[src/rtl/wr_port_arbiter.sv]
// wr_port_arbiter: round-robin register-file write-port arbiter with broadcast guard and power-up sweep
module wr_port_arbiter #(
  parameter int unsigned GUARD_CYCLES = 1
) (
  input  logic       Clock,
  input  logic       Reset,
  input  logic       req_mux3d,
  input  logic       req_rg2,
  input  logic       req_tr,
  input  logic [4:0] code_mux3d,
  input  logic [4:0] code_rg2,
  input  logic [4:0] code_tr,
  input  logic       init_start,
  output logic [1:0] MUX3S,
  output logic       gnt_mux3d,
  output logic       gnt_rg2,
  output logic       gnt_tr,
  output logic       sweep_active,
  output logic [4:0] sweep_code,
  output logic       init_done,
  output logic       bad_code,
  output logic       busy
);
  typedef enum logic [1:0] {IDLE, SWEEP, GUARD} state_t;
  state_t state, state_n;
  logic [1:0] ptr, ptr_n, gcnt, gcnt_n, win, p1, p2, mux3s_n;
  logic [2:0] req_v, gnt_q, gnt_n;
  logic [4:0] code_w, code_n;
  logic legal, sweep_n, done_n, bad_n;
  function automatic logic is_legal(input logic [4:0] c);
    return (c >= 5'd1 && c <= 5'd18) || c == 5'd21 || c == 5'd22 || c == 5'd31;
  endfunction
  // Round-robin pick starting at the pointer; the source granted last cycle is masked out
  always_comb begin
    req_v = {req_tr, req_rg2, req_mux3d} & ~gnt_q;
    p1 = (ptr == 2'd2) ? 2'd0 : ptr + 2'd1;
    p2 = (ptr == 2'd0) ? 2'd2 : ptr - 2'd1;
    win = req_v[ptr] ? ptr : req_v[p1] ? p1 : p2;
    code_w = (win == 2'd0) ? code_mux3d : (win == 2'd1) ? code_rg2 : code_tr;
    legal = is_legal(code_w);
  end
  // Next state and next registered outputs
  always_comb begin
    state_n = state;
    ptr_n = ptr;
    gcnt_n = gcnt;
    mux3s_n = 2'd0;
    gnt_n = 3'b000;
    sweep_n = 1'b0;
    code_n = 5'd0;
    done_n = 1'b0;
    bad_n = 1'b0;
    case (state)
      IDLE: begin
        if (init_start) begin
          state_n = SWEEP;
          sweep_n = 1'b1;
          code_n = 5'd1;
          mux3s_n = 2'd1;
        end else if (|req_v) begin
          gnt_n[win] = 1'b1;
          mux3s_n = legal ? win + 2'd1 : 2'd0;
          bad_n = !legal;
          ptr_n = (win == 2'd2) ? 2'd0 : win + 2'd1;
          if (legal && code_w == 5'd31 && GUARD_CYCLES != 0) begin
            state_n = GUARD;
            gcnt_n = 2'(GUARD_CYCLES);
          end
        end
      end
      SWEEP: begin
        if (sweep_code == 5'd22) begin
          state_n = IDLE;
          done_n = 1'b1;
        end else begin
          sweep_n = 1'b1;
          mux3s_n = 2'd1;
          code_n = (sweep_code == 5'd18) ? 5'd21 : sweep_code + 5'd1;
        end
      end
      GUARD: begin
        if (gcnt <= 2'd1) state_n = IDLE;
        else gcnt_n = gcnt - 2'd1;
      end
      default: state_n = IDLE;
    endcase
  end
  // State and output registers
  always_ff @(posedge Clock) begin
    if (Reset) begin
      state <= IDLE;
      ptr <= 2'd0;
      gcnt <= 2'd0;
      MUX3S <= 2'd0;
      gnt_q <= 3'b000;
      sweep_active <= 1'b0;
      sweep_code <= 5'd0;
      init_done <= 1'b0;
      bad_code <= 1'b0;
      busy <= 1'b0;
    end else begin
      state <= state_n;
      ptr <= ptr_n;
      gcnt <= gcnt_n;
      MUX3S <= mux3s_n;
      gnt_q <= gnt_n;
      sweep_active <= sweep_n;
      sweep_code <= code_n;
      init_done <= done_n;
      bad_code <= bad_n;
      busy <= state_n != IDLE;
    end
  end
  assign gnt_mux3d = gnt_q[0];
  assign gnt_rg2 = gnt_q[1];
  assign gnt_tr = gnt_q[2];
endmodule

[config.mk]
export PLATFORM = sky130hd
export DESIGN_NAME = wr_port_arbiter
export DESIGN_NICKNAME = d
export VERILOG_FILES = /design/src/rtl/wr_port_arbiter.sv
export SDC_FILE = /design/constraint.sdc
export NUM_CORES = 1
export LEC_CHECK = 0
export BUFFER_PORTS_ARGS = -buffer_cell sky130_fd_sc_hd__buf_2
export CORE_AREA = 5 5 50 84
export CTS_BUF_LIST = sky130_fd_sc_hd__clkbuf_4 sky130_fd_sc_hd__clkbuf_8 sky130_fd_sc_hd__clkbuf_16
export DETAILED_ROUTE_END_ITERATION = 8
export DIE_AREA = 0 0 55 89
export HOLD_SLACK_MARGIN = 0.08
export MAX_ROUTING_LAYER = met4
export PLACE_DENSITY = 0.69
export SLEW_MARGIN = 20
export SYNTH_ARGS = -nofsm -noshare
export SYNTH_HDL_FRONTEND = slang
export SYNTH_SLANG_ARGS = --single-unit
[constraint.sdc]
create_clock -name Clock -period 6.6 [get_ports Clock]
set_clock_uncertainty 0.2 [all_clocks]
set_input_delay 0.33 -clock Clock [delete_from_list [all_inputs] [get_ports Clock]]
set_output_delay 0.33 -clock Clock [all_outputs]
set_load 0.1 [all_outputs]
# == Word level (Yosys, flattened, before mapping) ==
# Index checks and enable logic that the tools add are counted.
# W data, S select, Z words.
# op_classes
add_sub_neg,5
magnitude_cmp,7
n_eq_ne,14
n_mux,37
bitwise_logic,6
n_reduce_logical,17
# ops
operator,count
$mux W2,17
$eq A5 B5 Y1 const B,5
$mux W5,4
$pmux W5 S2,1
$lt A2 B3 Y1 const B,3
$mux W1,8
$ne A2 B2 Y1 const B,4
$pmux W2 S2,2
$eq A2 B2 Y1 const B,3
$logic_not A2 Y1,3
$pmux W2 S3,1
$add A5 B1 Y5 const B,1
$ge A5 B1 Y1 const B,1
$le A5 B5 Y1 const B,1
$reduce_and A5 Y1,1
$add A2 B1 Y2 const B,2
$bmux W1 S2,2
$eq A2 B1 Y1 const B,2
$not A1 Y1,4
$reduce_bool A2 Y1,2
$reduce_or A4 Y1,1
$sub A2 B1 Y2 const B,2
$and A3 B3 Y3,1
$logic_and A1 B1 Y1,3
10 further kinds,12
# word_totals
register_bits,20
input_bits,21
out_inout_bits,14
word_cells,96

# == Longest topological paths before layout ==
# Gate-level depths: netlist of the first run.
# depth
depth_word,20
mapped_depth,14
mapped_depth_nobuf,12

# == Least setup slack after synthesis of the first run ==
# OpenSTA, ideal clock, no wires.
# synth_timing
path_kind,reg-to-reg
from,reg gnt_q[0]
to,reg bad_code
setup_ns,0.115
arrival_time_ns,3.306
t_required_ns,6.285
slack_ns,2.979
path_stages_with_launch,13
path_buffers,1
synth_period_minus_slack_ns,3.621
path_cell_list,dfxtp_1 nor2b_1 a2bb2oi_1 o22a_1 o21a_1 o22a_1 ha_1 buf_6 mux2_4 mux2i_4 nor4b_1 or3_4 o21a_1
# synth_between
elab_chain_cells,15
word_cells_on_any_way,25
# synth_rtl
element,line,text
"start, declared",27,"logic [2:0] req_v, gnt_q, gnt_n;"
"start signal, assigned",106,gnt_q <= gnt_n;
$not A3 Y3 *,35,"req_v = {req_tr, req_rg2, req_mux3d} & ~gnt_q;"
$and A3 B3 Y3 *,35,
$bmux W1 S2,38,win = req_v[ptr] ? ptr : req_v[p1] ? p1 : p2;
$mux W1 (not written as such),38,
$mux W2 (2 in series),38,
$eq A2 B1 Y1,39,code_w = (win == 2'd0) ? code_mux3d : (win == 2'd1) ? code_rg2 : code_tr;
$mux W5 (2 in series),39,
$ge A5 B1 Y1 or $le A5 B5 Y1 (tied branches),31,return (c >= 5'd1 && c <= 5'd18) || c == 5'd21 || c == 5'd22 || c == 5'd31;
$logic_and A1 B1 Y1,31,
$logic_or A1 B1 Y1 (3 in series),31,
$logic_not A1 Y1,63,bad_n = !legal;
"end signal, assigned",110,bad_code <= bad_n;
"end, declared",21,"output logic bad_code,"
# Every way passes the cells marked *; elsewhere a longest branch is shown, timed or not. The select of a mux whose other input is x is not followed.
# A chain may end at the register's enable or synchronous reset.

# == Worst setup path in the final report of the first run ==
# layout_timing
from,reg ptr[0]
to,reg MUX3S[0]
# layout_between
elab_chain_cells,18
word_cells_on_any_way,30
# layout_rtl
element,line,text
"start, declared",26,"logic [1:0] ptr, ptr_n, gcnt, gcnt_n, win, p1, p2, mux3s_n;"
"start signal, assigned",103,ptr <= ptr_n;
$add A2 B1 Y2 or $eq A2 B2 Y1 (tied branches),36,p1 = (ptr == 2'd2) ? 2'd0 : ptr + 2'd1;
$mux W2,36,
$bmux W1 S2,38,
$mux W1 (not written as such),38,
$mux W2,38,
$mux W2 *,38,
$eq A2 B1 Y1,39,
$mux W5 (2 in series),39,
$ge A5 B1 Y1 or $le A5 B5 Y1 (tied branches),31,
$logic_and A1 B1 Y1,31,
$logic_or A1 B1 Y1 (3 in series),31,
$mux W2 *,62,mux3s_n = legal ? win + 2'd1 : 2'd0;
$mux W2 *,60,end else if (|req_v) begin
$mux W2 *,55,if (init_start) begin
$pmux W2 S2 *,53,case (state)
"end signal, assigned",105,MUX3S <= mux3s_n;
"end, declared",14,"output logic [1:0] MUX3S,"
# Marks and branches as above.

==> report_table.html, run 1 <==
<table>
<tr><th>Metric</th><th>Value</th></tr>
<tr><th colspan="2">Route</th></tr>
<tr><td>Total length of routed wires</td><td>3190 um</td></tr>
<tr><td>Via count</td><td>1173</td></tr>
<tr><td>DR top layer</td><td>met4</td></tr>
<tr><td>Routed len/inst</td><td>14.7 um</td></tr>
<tr><td>WL met3</td><td>132 um</td></tr>
<tr><td>Iteration-0 DRC count of the detailed router</td><td>33</td></tr>
<tr><td>Sum of met2 wire segment lengths after detailed routing</td><td>about 1800 um</td></tr>
<tr><td>Remaining design rule violation count</td><td>0</td></tr>
<tr><td>Ratio of routed vias to standard cells</td><td>5.41</td></tr>
<tr><td>ANT nets after route</td><td>0</td></tr>
<tr><td>Detailed Routing Iterations Pass 1</td><td>4</td></tr>
<tr><td>Routed length on met1</td><td>1220 um</td></tr>
<tr><th colspan="2">STA</th></tr>
<tr><td>Final max-slew violation count</td><td>0</td></tr>
<tr><td>Worst-case headroom to the max-slew limit</td><td>46.7%</td></tr>
<tr><td>Achievable frequency</td><td>273 MHz</td></tr>
<tr><td>Final total negative setup slack</td><td>0 ns</td></tr>
<tr><td>Final setup fails</td><td>0</td></tr>
<tr><td>Final count of hold timing violations</td><td>0</td></tr>
<tr><td>Slew at the pin with the worst max-slew slack</td><td>between 0.7 and 0.8 ns</td></tr>
<tr><td>Unrepaired setup endpoints after global routing</td><td>no</td></tr>
<tr><td>Portion of the clock cycle consumed by the worst path in the final layout</td><td>55.6%</td></tr>
<tr><td>Final critical delay including setup and external delays</td><td>3.67 ns</td></tr>
<tr><th colspan="2">Logic synthesis</th></tr>
<tr><td>Portion of synthesized cell area occupied by the leading cell type</td><td>a little under a third</td></tr>
<tr><td>Area contributors post-synth</td><td>dfxtp_1 31%, ha_1 8.7%, mux2i_1 4.6%</td></tr>
<tr><td>Cell type contributing the most total cell area after synthesis</td><td>dfxtp_1</td></tr>
<tr><td>Total of flip-flops plus latches after synthesis</td><td>20</td></tr>
<tr><td>Synth warn</td><td>0</td></tr>
<tr><td>Syn Std Cell Area</td><td>approximately 1300 um2</td></tr>
<tr><td>Mapped Cells</td><td>139</td></tr>
<tr><td>Share of async-settable or async-resettable flops after synthesis</td><td>0%</td></tr>
<tr><td>Number of enable-type register cells in the synthesized netlist</td><td>0</td></tr>
<tr><td>Leading cell type by number of instances after synthesis</td><td>dfxtp_1</td></tr>
<tr><td>Most common library cells after synthesis</td><td>20 x dfxtp_1, 10 x nor2_1, 9 x ha_1</td></tr>
<tr><td>Syn nets</td><td>169</td></tr>
<tr><td>Primary flip-flop cell chosen by synthesis mapping</td><td>dfxtp_1</td></tr>
<tr><td>Syn_area_per_cell</td><td>9.36 um2</td></tr>
<tr><td>Proportion of synthesized chip area in sequential cells</td><td>approximately 30%</td></tr>
<tr><td>Count of distinct cell types in the synthesized netlist</td><td>51</td></tr>
<tr><th colspan="2">Worst setup path</th></tr>
<tr><td>Slowest Stage Delay on Critical Path</td><td>0.49 ns</td></tr>
<tr><td>List of cells traversed by the critical path</td><td>inv_1 -&gt; ha_1 -&gt; a2bb2oi_1 -&gt; o22a_1 -&gt; o21a_1 -&gt; o22a_1 -&gt; ha_1 -&gt; mux2_4 -&gt; mux2i_2 -&gt; nor4b_1 -&gt; nor2_1 -&gt; a31o_1</td></tr>
<tr><td>Crit Reg-Reg Endpoint</td><td>MUX3S[0]$_SDFF_PP0_</td></tr>
<tr><td>Slowest CP cell</td><td>dfxtp_1</td></tr>
<tr><td>Worst setup path class</td><td>reg2reg</td></tr>
<tr><td>Crit. End Element</td><td>register</td></tr>
<tr><td>Buf+Inv Stages, Crit Path</td><td>1</td></tr>
<tr><td>Startpoint Class</td><td>register</td></tr>
<tr><td>Kind of cell adding the most delay to the critical path</td><td>compound AO/OA/AOI/OAI gates</td></tr>
<tr><td>Worst Reg2Reg Path Length in Cells</td><td>12</td></tr>
<tr><td>Data required time of the worst path</td><td>approximately 6.6 ns</td></tr>
<tr><td>Start of the worst register-to-register path</td><td>ptr[0]$_SDFFE_PP0P_</td></tr>
<tr><td>Flop-to-flop setup slack</td><td>2.93 ns</td></tr>
<tr><td>Critical path fanouts, max</td><td>9</td></tr>
<tr><td>Signal arrival time at the worst endpoint</td><td>3.63 ns</td></tr>
<tr><th colspan="2">Global routing</th></tr>
<tr><td>Aggregate global routing overflow</td><td>0</td></tr>
<tr><td>Antenna violations before repair</td><td>0</td></tr>
<tr><td>Wire length of the first global-routing pass</td><td>just over 5000 um</td></tr>
<tr><td>GRT Total Usage</td><td>14.2%</td></tr>
<tr><td>Via count of the first global-routing pass</td><td>roughly 1200</td></tr>
<tr><td>Pin count of the biggest net entering global routing</td><td>13</td></tr>
<tr><th colspan="2">Floorplanning</th></tr>
<tr><td>I/O pin total</td><td>35</td></tr>
<tr><td>Die boundary height</td><td>between 80 and 90 um</td></tr>
<tr><td>Initial cell density of the core</td><td>a little under two fifths</td></tr>
<tr><td>Die area</td><td>4900 um2</td></tr>
<tr><td>Die width</td><td>55 um</td></tr>
<tr><td>Core footprint</td><td>3400 um2</td></tr>
<tr><td>Number of rows created at floorplan</td><td>28</td></tr>
<tr><th colspan="2">Placed design</th></tr>
<tr><td>RePlAce Congestion</td><td>0.792</td></tr>
<tr><td>Post-DP HPWL</td><td>2490 um</td></tr>
<tr><td>Placement Cell Area</td><td>1490 um2</td></tr>
<tr><td>Buffers added on ports</td><td>34</td></tr>
<tr><th colspan="2">Clocking</th></tr>
<tr><td>Clk pin slew, worst setup/hold paths</td><td>0.08 ns</td></tr>
<tr><td>Hold-fix buffers, CTS</td><td>0</td></tr>
<tr><td>Count of H-tree levels built during CTS</td><td>1</td></tr>
<tr><td>Clk_lat worst skew</td><td>roughly 0.27 ns</td></tr>
<tr><td>Root buf cell</td><td>clkbuf_8</td></tr>
<tr><td>Number of buffers added by the clock tree synthesis step</td><td>3</td></tr>
<tr><td>Post-cts repair resize count</td><td>0</td></tr>
<tr><td>CTS tree</td><td>yes</td></tr>
<tr><td>Largest buffer count on any clock path</td><td>2</td></tr>
<tr><td>Clk sink count</td><td>20</td></tr>
<tr><td>Setup bufs post-CTS</td><td>0</td></tr>
<tr><th colspan="2">Worst hold path</th></tr>
<tr><td>Hold endpoint</td><td>ptr[0]$_SDFFE_PP0P_</td></tr>
<tr><td>Hold path cells</td><td>2</td></tr>
<tr><td>Min-Delay Path Class</td><td>in2reg</td></tr>
<tr><td>Worst min-delay path startpoint</td><td>Reset</td></tr>
<tr><th colspan="2">Power</th></tr>
<tr><td>Worst voltage drop across the vdd grid</td><td>roughly 0.12 mV</td></tr>
<tr><td>Total power</td><td>0.398 mW</td></tr>
<tr><td>Power per standard cell area</td><td>between 200 and 300 nW/um2</td></tr>
<tr><td>Static leakage</td><td>~0.65 nW</td></tr>
<tr><th colspan="2">Layout</th></tr>
<tr><td>Layout Area Growth over Synthesis</td><td>19.0%</td></tr>
<tr><td>Area used by multi-input combinational logic</td><td>845 um2</td></tr>
<tr><td>Number of inserted filler cells in the final layout</td><td>373</td></tr>
<tr><td>Post-route cell area</td><td>1550 um2</td></tr>
<tr><td>Number of inserted diodes</td><td>0</td></tr>
<tr><td>End-of-flow core utilization</td><td>a little under half</td></tr>
<tr><td>FF/Latch Area</td><td>400 um2</td></tr>
<tr><td>Fraction of final layout cells with drive strength greater than 1</td><td>between 30% and 40%</td></tr>
<tr><td>Number of nets in the layout</td><td>~200</td></tr>
<tr><th colspan="2">Flow run</th></tr>
<tr><td>Max capacitance violation total</td><td>0</td></tr>
<tr><th colspan="2">Status</th></tr>
<tr><td>Outcome</td><td>complete, no violations</td></tr>
</table>
where the power goes:
group	total, mW	switching (mW)	internal (mW)	leakage [nW]
registers	0.134	0.00654	0.128	0.163
clock network	0.0957	0.0425	0.0532	0.0288
logic	0.168	0.108	0.0602	0.459
total	0.398	0.157	0.241	0.651
cell usage in the layout, fill, tap and decap left out, types with 2 or more instances in the layout:
cell type,instances
a211oi_1,4
a21o_1,3
a21oi_1,7
a311oi_1,2
and2_1,3
buf_2,34
clkbuf_8,4
dfxtp_1,20
ha_1,9
inv_1,6
mux2_4,2
mux2i_1,6
nand2_1,3
nand2b_1,5
nand3b_1,2
nor2_1,10
nor2b_1,3
nor3_1,4
nor4b_1,3
o21a_1,3
o21ai_0,6
o221a_2,2
o22a_1,2
or3_1,2
area by class of cell:
cell class              count  area share [%]
inverters                   6            1.45
multi-input cells         108            54.5
clock buffers               4            3.55
repair buffers             34            11.0
flip-flops and latches     20            25.8
well taps                  45            3.63
how the worst max path moves through the flow:
stage	from	to	slack (ns)	cells past startpoint
after floorplan	gnt_q[0]$_SDFF_PP0_	bad_code$_SDFF_PP0_	2.98	12
after global placement	ptr[0]$_SDFFE_PP0P_	bad_code$_SDFF_PP0_	3.12	12
after detailed placement	ptr[0]$_SDFFE_PP0P_	bad_code$_SDFF_PP0_	3.01	12
after CTS	ptr[0]$_SDFFE_PP0P_	MUX3S[0]$_SDFF_PP0_	2.95	12
after global routing	ptr[0]$_SDFFE_PP0P_	MUX3S[0]$_SDFF_PP0_	2.72	12
final	ptr[0]$_SDFFE_PP0P_	MUX3S[0]$_SDFF_PP0_	2.93	12
metal layers:
layer,vias up,global-route usage [%]
li1,581,-
met3,9,3.34
met5,-,-
met2,30,25.6
met4,0,5.75
met1,553,13.8
state kept, by name (all words and copies together), names as in the netlist:
signal and cells:
sweep_code 5, bad_code 1, sweep_active 1, gnt_q 3, gcnt 2, ptr 2
busy 1, MUX3S 2, init_done 1, state 2
stage by stage:
stage | hold WS [ns] | std cells | setup slack [ns]
finish | 0.124 | 217 | 2.93
global route | 0.140 | 217 | 2.72
CTS | 0.125 | 217 | 2.95
detailed placement | 0.268 | 213 | 3.01
global placement | 0.254 | 213 | 3.12
floorplan | 0.202 | 139 | 2.98
cells by family after synthesis:
group | after synthesis | synth area share, %
AND/OR/NAND/NOR | 50 | 24.4
AO/OA/AOI/OAI | 38 | 21.4
flip-flops | 20 | 30.8
buffers and inverters | 11 | 4.33
multiplexers | 10 | 9.71
adder cells (fa/ha/maj) | 9 | 8.65
XOR/XNOR | 1 | 0.673
(Power assumes the default switching activity.)
==> run 2, diff against run 1 <==
--- a/config.mk
+++ b/config.mk
@@ -12,7 +12,7 @@
 export DIE_AREA = 0 0 55 89
 export HOLD_SLACK_MARGIN = 0.08
 export MAX_ROUTING_LAYER = met4
-export PLACE_DENSITY = 0.69
+export PLACE_DENSITY = 0.71
 export SLEW_MARGIN = 20
 export SYNTH_ARGS = -nofsm -noshare
 export SYNTH_HDL_FRONTEND = slang
==> constraint.sdc (replaced) <==
create_clock -name Clock -period 3.05 [get_ports Clock]
set_clock_uncertainty 0.2 [all_clocks]
set_input_delay 0.1525 -clock Clock [delete_from_list [all_inputs] [get_ports Clock]]
set_output_delay 0.1525 -clock Clock [all_outputs]
set_load 0.1 [all_outputs]
==> run 2 against run 1 <==
  * The run now ends with setup timing left
  * Design area grew 15%
  * Global-route usage rose by 0.44 points
  * Core utilization increased by 6.9 points
  * Sequential cell count unchanged
  * Critical path type unchanged
  * Largest power group unchanged
==> report_table.html, run 2 (same netlist as run 1, synthesis figures left out) <==
<table>
<tr><th>Metric</th><th>Value</th></tr>
<tr><th colspan="2">Status</th></tr>
<tr><td>Outcome</td><td>finished with violations</td></tr>
<tr><td>Violated checks</td><td>setup timing</td></tr>
<tr><th colspan="2">Power</th></tr>
<tr><td>Power share of the sequential group</td><td>29.4%</td></tr>
<tr><td>Net switching power</td><td>about 0.37 mW</td></tr>
<tr><td>Power share of the combinational group</td><td>between 50% and 60%</td></tr>
<tr><td>Worst voltage drop across the vdd grid</td><td>0.355 mV</td></tr>
<tr><td>Switching share of power</td><td>between 30% and 40%</td></tr>
<tr><td>Fraction of power consumed by the clock network</td><td>20.1%</td></tr>
<tr><td>Int Pwr</td><td>roughly 0.61 mW</td></tr>
<tr><td>Total power</td><td>0.978 mW</td></tr>
<tr><td>Static leakage</td><td>between 0.7 and 0.8 nW</td></tr>
<tr><td>Power per standard cell area</td><td>548 nW/um2</td></tr>
<tr><th colspan="2">Floorplanning</th></tr>
<tr><td>Core footprint</td><td>3400 um2</td></tr>
<tr><td>Die width</td><td>55 um</td></tr>
<tr><td>Initial cell density of the core</td><td>38.3%</td></tr>
<tr><td>I/O pin total</td><td>35</td></tr>
<tr><td>Number of rows created at floorplan</td><td>28</td></tr>
<tr><td>Die boundary height</td><td>89 um</td></tr>
<tr><td>Die area</td><td>4900 um2</td></tr>
<tr><th colspan="2">STA</th></tr>
<tr><td>Portion of the clock cycle consumed by the worst path in the final layout</td><td>102%</td></tr>
<tr><td>Unrepaired setup endpoints after global routing</td><td>yes</td></tr>
<tr><td>Slew at the pin with the worst max-slew slack</td><td>0.675 ns</td></tr>
<tr><td>Setup WS post-layout</td><td>-0.0652 ns</td></tr>
<tr><td>Final critical delay including setup and external delays</td><td>3.12 ns</td></tr>
<tr><td>Final max-slew violation count</td><td>0</td></tr>
<tr><td>Achievable frequency</td><td>321 MHz</td></tr>
<tr><td>Final setup fails</td><td>3</td></tr>
<tr><td>Final count of hold timing violations</td><td>0</td></tr>
<tr><td>Worst-case headroom to the max-slew limit</td><td>54.6%</td></tr>
<tr><th colspan="2">Worst setup path</th></tr>
<tr><td>Worst setup path class</td><td>reg2reg</td></tr>
<tr><td>Buf+Inv Stages, Crit Path</td><td>1</td></tr>
<tr><td>Slowest Stage Delay on Critical Path</td><td>0.40 ns</td></tr>
<tr><td>Flop-to-flop setup slack</td><td>-0.07 ns</td></tr>
<tr><td>Startpoint Class</td><td>register</td></tr>
<tr><td>Kind of cell adding the most delay to the critical path</td><td>compound AO/OA/AOI/OAI gates</td></tr>
<tr><td>Crit. End Element</td><td>register</td></tr>
<tr><td>Worst Reg2Reg Path Length in Cells</td><td>12</td></tr>
<tr><td>Crit Reg-Reg Endpoint</td><td>bad_code$_SDFF_PP0_</td></tr>
<tr><td>Critical path fanouts, max</td><td>6</td></tr>
<tr><td>List of cells traversed by the critical path</td><td>inv_4 -&gt; ha_4 -&gt; a2bb2oi_1 -&gt; o22a_1 -&gt; o21a_1 -&gt; o22a_1 -&gt; ha_4 -&gt; mux2_4 -&gt; mux2i_4 -&gt; a211oi_2 -&gt; or3_4 -&gt; o21a_1</td></tr>
<tr><td>Slowest CP cell</td><td>or3_4</td></tr>
<tr><td>Data required time of the worst path</td><td>approximately 3 ns</td></tr>
<tr><td>Start of the worst register-to-register path</td><td>ptr[0]$_SDFFE_PP0P_</td></tr>
<tr><td>Signal arrival time at the worst endpoint</td><td>3.06 ns</td></tr>
<tr><th colspan="2">Worst hold path</th></tr>
<tr><td>Hold endpoint</td><td>gcnt[1]$_SDFFE_PP0P_</td></tr>
<tr><td>Worst min-delay path startpoint</td><td>gcnt[1]$_SDFFE_PP0P_</td></tr>
<tr><td>Min-Delay Path Class</td><td>reg2reg</td></tr>
<tr><td>Hold path cells</td><td>2</td></tr>
<tr><th colspan="2">Layout</th></tr>
<tr><td>Number of inserted diodes</td><td>0</td></tr>
<tr><td>Largest registers</td><td>sweep_code x5, gnt_q x3</td></tr>
<tr><td>Number of flip-flops in the largest register</td><td>5</td></tr>
<tr><td>Number of inserted filler cells in the final layout</td><td>~330</td></tr>
<tr><td>Fraction of final layout cells with drive strength greater than 1</td><td>44.2%</td></tr>
<tr><td>Commonest cells after routing, fill and taps aside</td><td>34 x buf_2, 15 x dfxtp_1, 14 x buf_4, 10 x nor2_1</td></tr>
<tr><td>End-of-flow core utilization</td><td>between 50% and 60%</td></tr>
<tr><td>Register ranked first by flip-flop count</td><td>sweep_code</td></tr>
<tr><td>Number of nets in the layout</td><td>221</td></tr>
<tr><td>Post-route cell area</td><td>between 1500 and 2000 um2</td></tr>
<tr><td>Layout Area Growth over Synthesis</td><td>37.1%</td></tr>
<tr><td>Commonest non-fill, non-tap cell in the layout</td><td>buf_2</td></tr>
<tr><td>Non-filler instance count after layout</td><td>about 240</td></tr>
<tr><th colspan="2">Route</th></tr>
<tr><td>Via count</td><td>~1200</td></tr>
<tr><td>Detailed Routing Iterations Pass 1</td><td>4</td></tr>
<tr><td>Ratio of routed vias to standard cells</td><td>5.25</td></tr>
<tr><td>ANT nets after route</td><td>0</td></tr>
<tr><td>Total length of routed wires</td><td>3200 um</td></tr>
<tr><td>Iteration-0 DRC count of the detailed router</td><td>15</td></tr>
<tr><td>Remaining design rule violation count</td><td>0</td></tr>
<tr><td>Routed len/inst</td><td>about 14 um</td></tr>
<tr><th colspan="2">Clocking</th></tr>
<tr><td>Clk pin slew, worst setup/hold paths</td><td>approximately 0.070 ns</td></tr>
<tr><td>Root buf cell</td><td>clkbuf_8</td></tr>
<tr><td>Clk_lat worst skew</td><td>0.25 ns</td></tr>
<tr><td>Clk sink count</td><td>20</td></tr>
<tr><td>Setup bufs post-CTS</td><td>0</td></tr>
<tr><td>Count of H-tree levels built during CTS</td><td>1</td></tr>
<tr><td>Largest buffer count on any clock path</td><td>2</td></tr>
<tr><td>CTS tree</td><td>yes</td></tr>
<tr><td>Number of buffers added by the clock tree synthesis step</td><td>3</td></tr>
<tr><th colspan="2">Global routing</th></tr>
<tr><td>Antenna violations before repair</td><td>0</td></tr>
<tr><td>Aggregate global routing overflow</td><td>0</td></tr>
<tr><td>Via count of the first global-routing pass</td><td>1230</td></tr>
<tr><td>Pin count of the biggest net entering global routing</td><td>12</td></tr>
<tr><td>Wire length of the first global-routing pass</td><td>5220 um</td></tr>
<tr><td>GRT Total Usage</td><td>between 10 and 15%</td></tr>
<tr><th colspan="2">Placed design</th></tr>
<tr><td>Placed cells</td><td>approximately 230</td></tr>
<tr><td>Post-DP HPWL</td><td>2690 um</td></tr>
<tr><td>RePlAce Congestion</td><td>about 0.80</td></tr>
<tr><td>Placement-stage worst setup slack</td><td>-0.173 ns</td></tr>
<tr><td>Placement Cell Area</td><td>about 1700 um2</td></tr>
<tr><td>Buffers added on ports</td><td>34</td></tr>
<tr><th colspan="2">Flow run</th></tr>
<tr><td>Max capacitance violation total</td><td>0</td></tr>
</table>
## run 2: cell types whose count changed in the layout (fill, tap and decap cells not counted), moves of 3 or more
cell     delta
buf_4      +14
dfxtp_1     -5
dfxtp_2     +3
ha_1        -4
## run 2: power by group through the flow
stage | clock [mW] | combinational [mW] | sequential [mW]
after global routing | 0.218 | 0.525 | 0.289
after global placement | 0 | 0.460 | 0.293
after detailed placement | 0 | 0.472 | 0.293
after floorplan | 0 | 0.254 | 0.372
after CTS | 0.203 | 0.487 | 0.287
final | 0.197 | 0.494 | 0.287
## run 2: final cells by class
class	count	area, um2	share of cell area [%]
Inverter	6	25.0	1.40
Sequential cell	20	412	23.1
Timing Repair Buffer	52	327	18.3
Tap cell	45	56.3	3.16
Clock buffer	4	55.1	3.09
Multi-Input combinational cell	108	910	51.0
## run 2: worst min-delay path, cell delays in order, from the launching register on
cell and delay [ns]:
dfxtp_1 0.31, nand2b_1 0.07, mux2i_1 0.06
## run 2: worst max path at each step
stage,from,to,slack [ns],depth (start not counted)
5_1_grt,ptr[1]$_SDFFE_PP0P_,MUX3S[0]$_SDFF_PP0_,-0.20,12
6_report,ptr[0]$_SDFFE_PP0P_,bad_code$_SDFF_PP0_,-0.07,12
3_3_place_gp,ptr[1]$_SDFFE_PP0P_,bad_code$_SDFF_PP0_,-0.08,12
3_5_place_dp,ptr[1]$_SDFFE_PP0P_,bad_code$_SDFF_PP0_,-0.17,12
4_1_cts,ptr[0]$_SDFFE_PP0P_,bad_code$_SDFF_PP0_,-0.06,12
2_1_floorplan,ptr[0]$_SDFFE_PP0P_,bad_code$_SDFF_PP0_,-0.17,14
## run 2: through the flow
step	hold WS [ns]	setup TNS, ns
2_1_floorplan	0.0175	-0.381
3_3_place_gp	0.216	-0.134
3_5_place_dp	0.221	-0.571
4_1_cts	0.291	-0.0698
5_1_grt	0.315	-0.869
6_report	0.284	-0.123
## run 2: routing by layer
layer	part of all wire, %	vias up	track usage [%]
li1	-	619	-
met1	37	582	15.5
met2	57	26	26.1
met3	3.3	7	2.50
met4	2.1	0	5.09
met5	0	-	-
## run 2: repair_timing
| action | CTS | global route |
|---|---|---|
| pin swaps | 5 | 5 |
| endpoints found under the hold margin | 5 | 0 |
| resized for setup | 8 | 2 |
| setup endpoints to repair | 7 | 7 |
| hold buffers | 2 | 0 |
==> run 3, diff against run 2 <==
==> constraint.sdc (replaced) <==
create_clock -name Clock -period 3.05 [get_ports Clock]
set_clock_uncertainty 0.2 [all_clocks]
set_input_delay 0.1525 -clock Clock [delete_from_list [all_inputs] [get_ports Clock]]
set_output_delay 0.1525 -clock Clock [all_outputs]
set_load 0.005 [all_outputs]
==> run 3 against run 2 <==
  * The run still ends with setup timing left
  * Final cell count is 0.85% lower
  * Register-to-register slack better by 0.02 ns
  * First-iteration DRC count grew 110%
  * Sequential power about the same
  * Non-clock buffer count down 2
  * Global-route usage rose by 0.40 points
  * Wire length hardly changed
  * Critical path type unchanged
  * Largest power group unchanged
==> report_table.html, run 3 (same netlist as run 1, synthesis figures left out) <==
<table>
<tr><th>Metric</th><th>Value</th></tr>
<tr><th colspan="2">Worst setup path</th></tr>
<tr><td>Start of the worst register-to-register path</td><td>ptr[0]$_SDFFE_PP0P_</td></tr>
<tr><td>Critical path fanouts, max</td><td>6</td></tr>
<tr><td>Data required time of the worst path</td><td>3.00 ns</td></tr>
<tr><td>Worst setup path class</td><td>reg2reg</td></tr>
<tr><td>Crit. End Element</td><td>register</td></tr>
<tr><td>Flop-to-flop setup slack</td><td>-0.05 ns</td></tr>
<tr><td>Crit Reg-Reg Endpoint</td><td>bad_code$_SDFF_PP0_</td></tr>
<tr><td>Startpoint Class</td><td>register</td></tr>
<tr><td>Worst Reg2Reg Path Length in Cells</td><td>12</td></tr>
<tr><td>Endpoint of the most critical setup path</td><td>bad_code$_SDFF_PP0_</td></tr>
<tr><td>Signal arrival time at the worst endpoint</td><td>3.05 ns</td></tr>
<tr><td>Critical Path Source</td><td>ptr[0]$_SDFFE_PP0P_</td></tr>
<tr><th colspan="2">Clocking</th></tr>
<tr><td>Largest buffer count on any clock path</td><td>2</td></tr>
<tr><td>Clk pin slew, worst setup/hold paths</td><td>0.07 ns</td></tr>
<tr><td>Clk_lat worst skew</td><td>0.25 ns</td></tr>
<tr><td>CTS tree</td><td>yes</td></tr>
<tr><td>Root buf cell</td><td>clkbuf_8</td></tr>
<tr><td>Count of H-tree levels built during CTS</td><td>1</td></tr>
<tr><td>Clk sink count</td><td>20</td></tr>
<tr><td>Number of buffers added by the clock tree synthesis step</td><td>3</td></tr>
<tr><th colspan="2">Power</th></tr>
<tr><td>Total power</td><td>0.964 mW</td></tr>
<tr><td>Power per standard cell area</td><td>534 nW/um2</td></tr>
<tr><td>Static leakage</td><td>0.752 nW</td></tr>
<tr><td>Worst voltage drop across the vdd grid</td><td>0.334 mV</td></tr>
<tr><th colspan="2">Floorplanning</th></tr>
<tr><td>Die width</td><td>~55 um</td></tr>
<tr><td>Number of rows created at floorplan</td><td>28</td></tr>
<tr><td>Core footprint</td><td>roughly 3400 um2</td></tr>
<tr><td>Initial cell density of the core</td><td>38.3%</td></tr>
<tr><td>Die boundary height</td><td>89 um</td></tr>
<tr><td>I/O pin total</td><td>35</td></tr>
<tr><td>Die area</td><td>between 4000 and 5000 um2</td></tr>
<tr><th colspan="2">Route</th></tr>
<tr><td>Total length of routed wires</td><td>3200 um</td></tr>
<tr><td>Remaining design rule violation count</td><td>0</td></tr>
<tr><td>Via count</td><td>1213</td></tr>
<tr><td>Detailed Routing Iterations Pass 1</td><td>4</td></tr>
<tr><td>ANT nets after route</td><td>0</td></tr>
<tr><td>Ratio of routed vias to standard cells</td><td>5.21</td></tr>
<tr><td>Iteration-0 DRC count of the detailed router</td><td>31</td></tr>
<tr><td>Routed len/inst</td><td>about 14 um</td></tr>
<tr><th colspan="2">Layout</th></tr>
<tr><td>Commonest cells after routing, fill and taps aside</td><td>34 x buf_2, 18 x dfxtp_1, 11 x buf_4, 9 x nor2_1</td></tr>
<tr><td>Non-filler instance count after layout</td><td>233</td></tr>
<tr><td>Largest registers</td><td>sweep_code x5, gnt_q x3</td></tr>
<tr><td>End-of-flow core utilization</td><td>53.1%</td></tr>
<tr><td>Number of nets in the layout</td><td>219</td></tr>
<tr><td>Number of flip-flops in the largest register</td><td>5</td></tr>
<tr><td>Fraction of final layout cells with drive strength greater than 1</td><td>42.6%</td></tr>
<tr><td>Post-route cell area</td><td>1800 um2</td></tr>
<tr><td>Commonest non-fill, non-tap cell in the layout</td><td>buf_2</td></tr>
<tr><td>Layout Area Growth over Synthesis</td><td>38.6%</td></tr>
<tr><td>Register ranked first by flip-flop count</td><td>sweep_code</td></tr>
<tr><td>Number of inserted diodes</td><td>0</td></tr>
<tr><th colspan="2">Placed design</th></tr>
<tr><td>Placement Cell Area</td><td>about 1600 um2</td></tr>
<tr><td>Post-DP HPWL</td><td>between 2000 and 3000 um</td></tr>
<tr><td>Buffers added on ports</td><td>34</td></tr>
<tr><td>Placement-stage worst setup slack</td><td>-0.129 ns</td></tr>
<tr><td>RePlAce Congestion</td><td>0.760</td></tr>
<tr><td>Placed cells</td><td>226</td></tr>
<tr><th colspan="2">STA</th></tr>
<tr><td>Final max-slew violation count</td><td>0</td></tr>
<tr><td>Final count of hold timing violations</td><td>0</td></tr>
<tr><td>Final-layout worst hold slack</td><td>roughly 0.3 ns</td></tr>
<tr><td>Slew at the pin with the worst max-slew slack</td><td>0.687 ns</td></tr>
<tr><td>Worst-case headroom to the max-slew limit</td><td>53.8%</td></tr>
<tr><td>Portion of the clock cycle consumed by the worst path in the final layout</td><td>101%</td></tr>
<tr><td>Final critical delay including setup and external delays</td><td>~3.1 ns</td></tr>
<tr><td>Unrepaired setup endpoints after global routing</td><td>yes</td></tr>
<tr><td>Final setup fails</td><td>2</td></tr>
<tr><td>Achievable frequency</td><td>323 MHz</td></tr>
<tr><td>Setup WS post-layout</td><td>-0.0450 ns</td></tr>
<tr><td>Final total negative setup slack</td><td>-0.0719 ns</td></tr>
<tr><th colspan="2">Global routing</th></tr>
<tr><td>Wire length of the first global-routing pass</td><td>approximately 5400 um</td></tr>
<tr><td>GRT Total Usage</td><td>15.0%</td></tr>
<tr><td>Aggregate global routing overflow</td><td>0</td></tr>
<tr><td>Via count of the first global-routing pass</td><td>between 1000 and 1500</td></tr>
<tr><td>Antenna violations before repair</td><td>0</td></tr>
<tr><td>Pin count of the biggest net entering global routing</td><td>13</td></tr>
<tr><th colspan="2">Flow run</th></tr>
<tr><td>Max capacitance violation total</td><td>0</td></tr>
<tr><th colspan="2">Status</th></tr>
<tr><td>Violated checks</td><td>setup timing</td></tr>
<tr><td>Outcome</td><td>finished with violations</td></tr>
<tr><th colspan="2">Worst hold path</th></tr>
<tr><td>Min-Delay Path Class</td><td>reg2reg</td></tr>
</table>
[run 3: final cells by class]
cell class | count | area, um2
clock buffers | 3 | 41.3
well taps | 45 | 56.3
repair buffers | 50 | 324
multi-input cells | 108 | 921
clock inverters | 1 | 30.0
fillers | 330 | 1600
inverters | 6 | 25.0
flip-flops and latches | 20 | 405
[run 3: layer usage]
metal / wire length [um] / global-route usage, %
met5: 0 / -
met3: 107 / 2.00
met4: 23 / 3.32
met1: 1190 / 14.8
met2: 1880 / 29.3
[run 3: worst max-delay path, cell delays in order, from the launching register on]
cell and delay, ns:
dfxtp_4 0.36, inv_4 0.07, ha_4 0.19, a2bb2oi_1 0.14, o22a_1 0.21, o21a_1 0.18, o22a_1 0.24, ha_4 0.20
mux2_4 0.31, mux2i_4 0.24, nor4b_2 0.09, or3_4 0.38, o21a_1 0.18
[run 3: what timing repair did]
item	CTS	global route
gates resized for setup	7	6
hold buffers	2	0
setup buffers	0	1
pin swaps	5	5
endpoints found under the setup margin	6	7
endpoints found under the hold margin	6	0
[run 3: worst min-delay path by stage]
stage                          from                   end  slack (ns)  cells after the start
6_report       gcnt[0]$_SDFFE_PP0P_  gcnt[0]$_SDFFE_PP0P_        0.29                      2
5_1_grt               code_mux3d[3]   MUX3S[0]$_SDFF_PP0_        0.32                      5
4_1_cts        gcnt[0]$_SDFFE_PP0P_  gcnt[0]$_SDFFE_PP0P_        0.28                      2
3_5_place_dp                  Reset   ptr[0]$_SDFFE_PP0P_        0.22                      2
3_3_place_gp                  Reset  gcnt[0]$_SDFFE_PP0P_        0.22                      2
2_1_floorplan                 Reset   ptr[0]$_SDFFE_PP0P_        0.02                      1
[run 3: power by group]
| part | leakage [nW] | internal [mW] | switching, mW |
|---|---|---|---|
| clock network | 0.0357 | 0.175 | 0.0858 |
| registers | 0.164 | 0.277 | 0.0117 |
| logic | 0.552 | 0.221 | 0.193 |
| total | 0.752 | 0.673 | 0.291 |
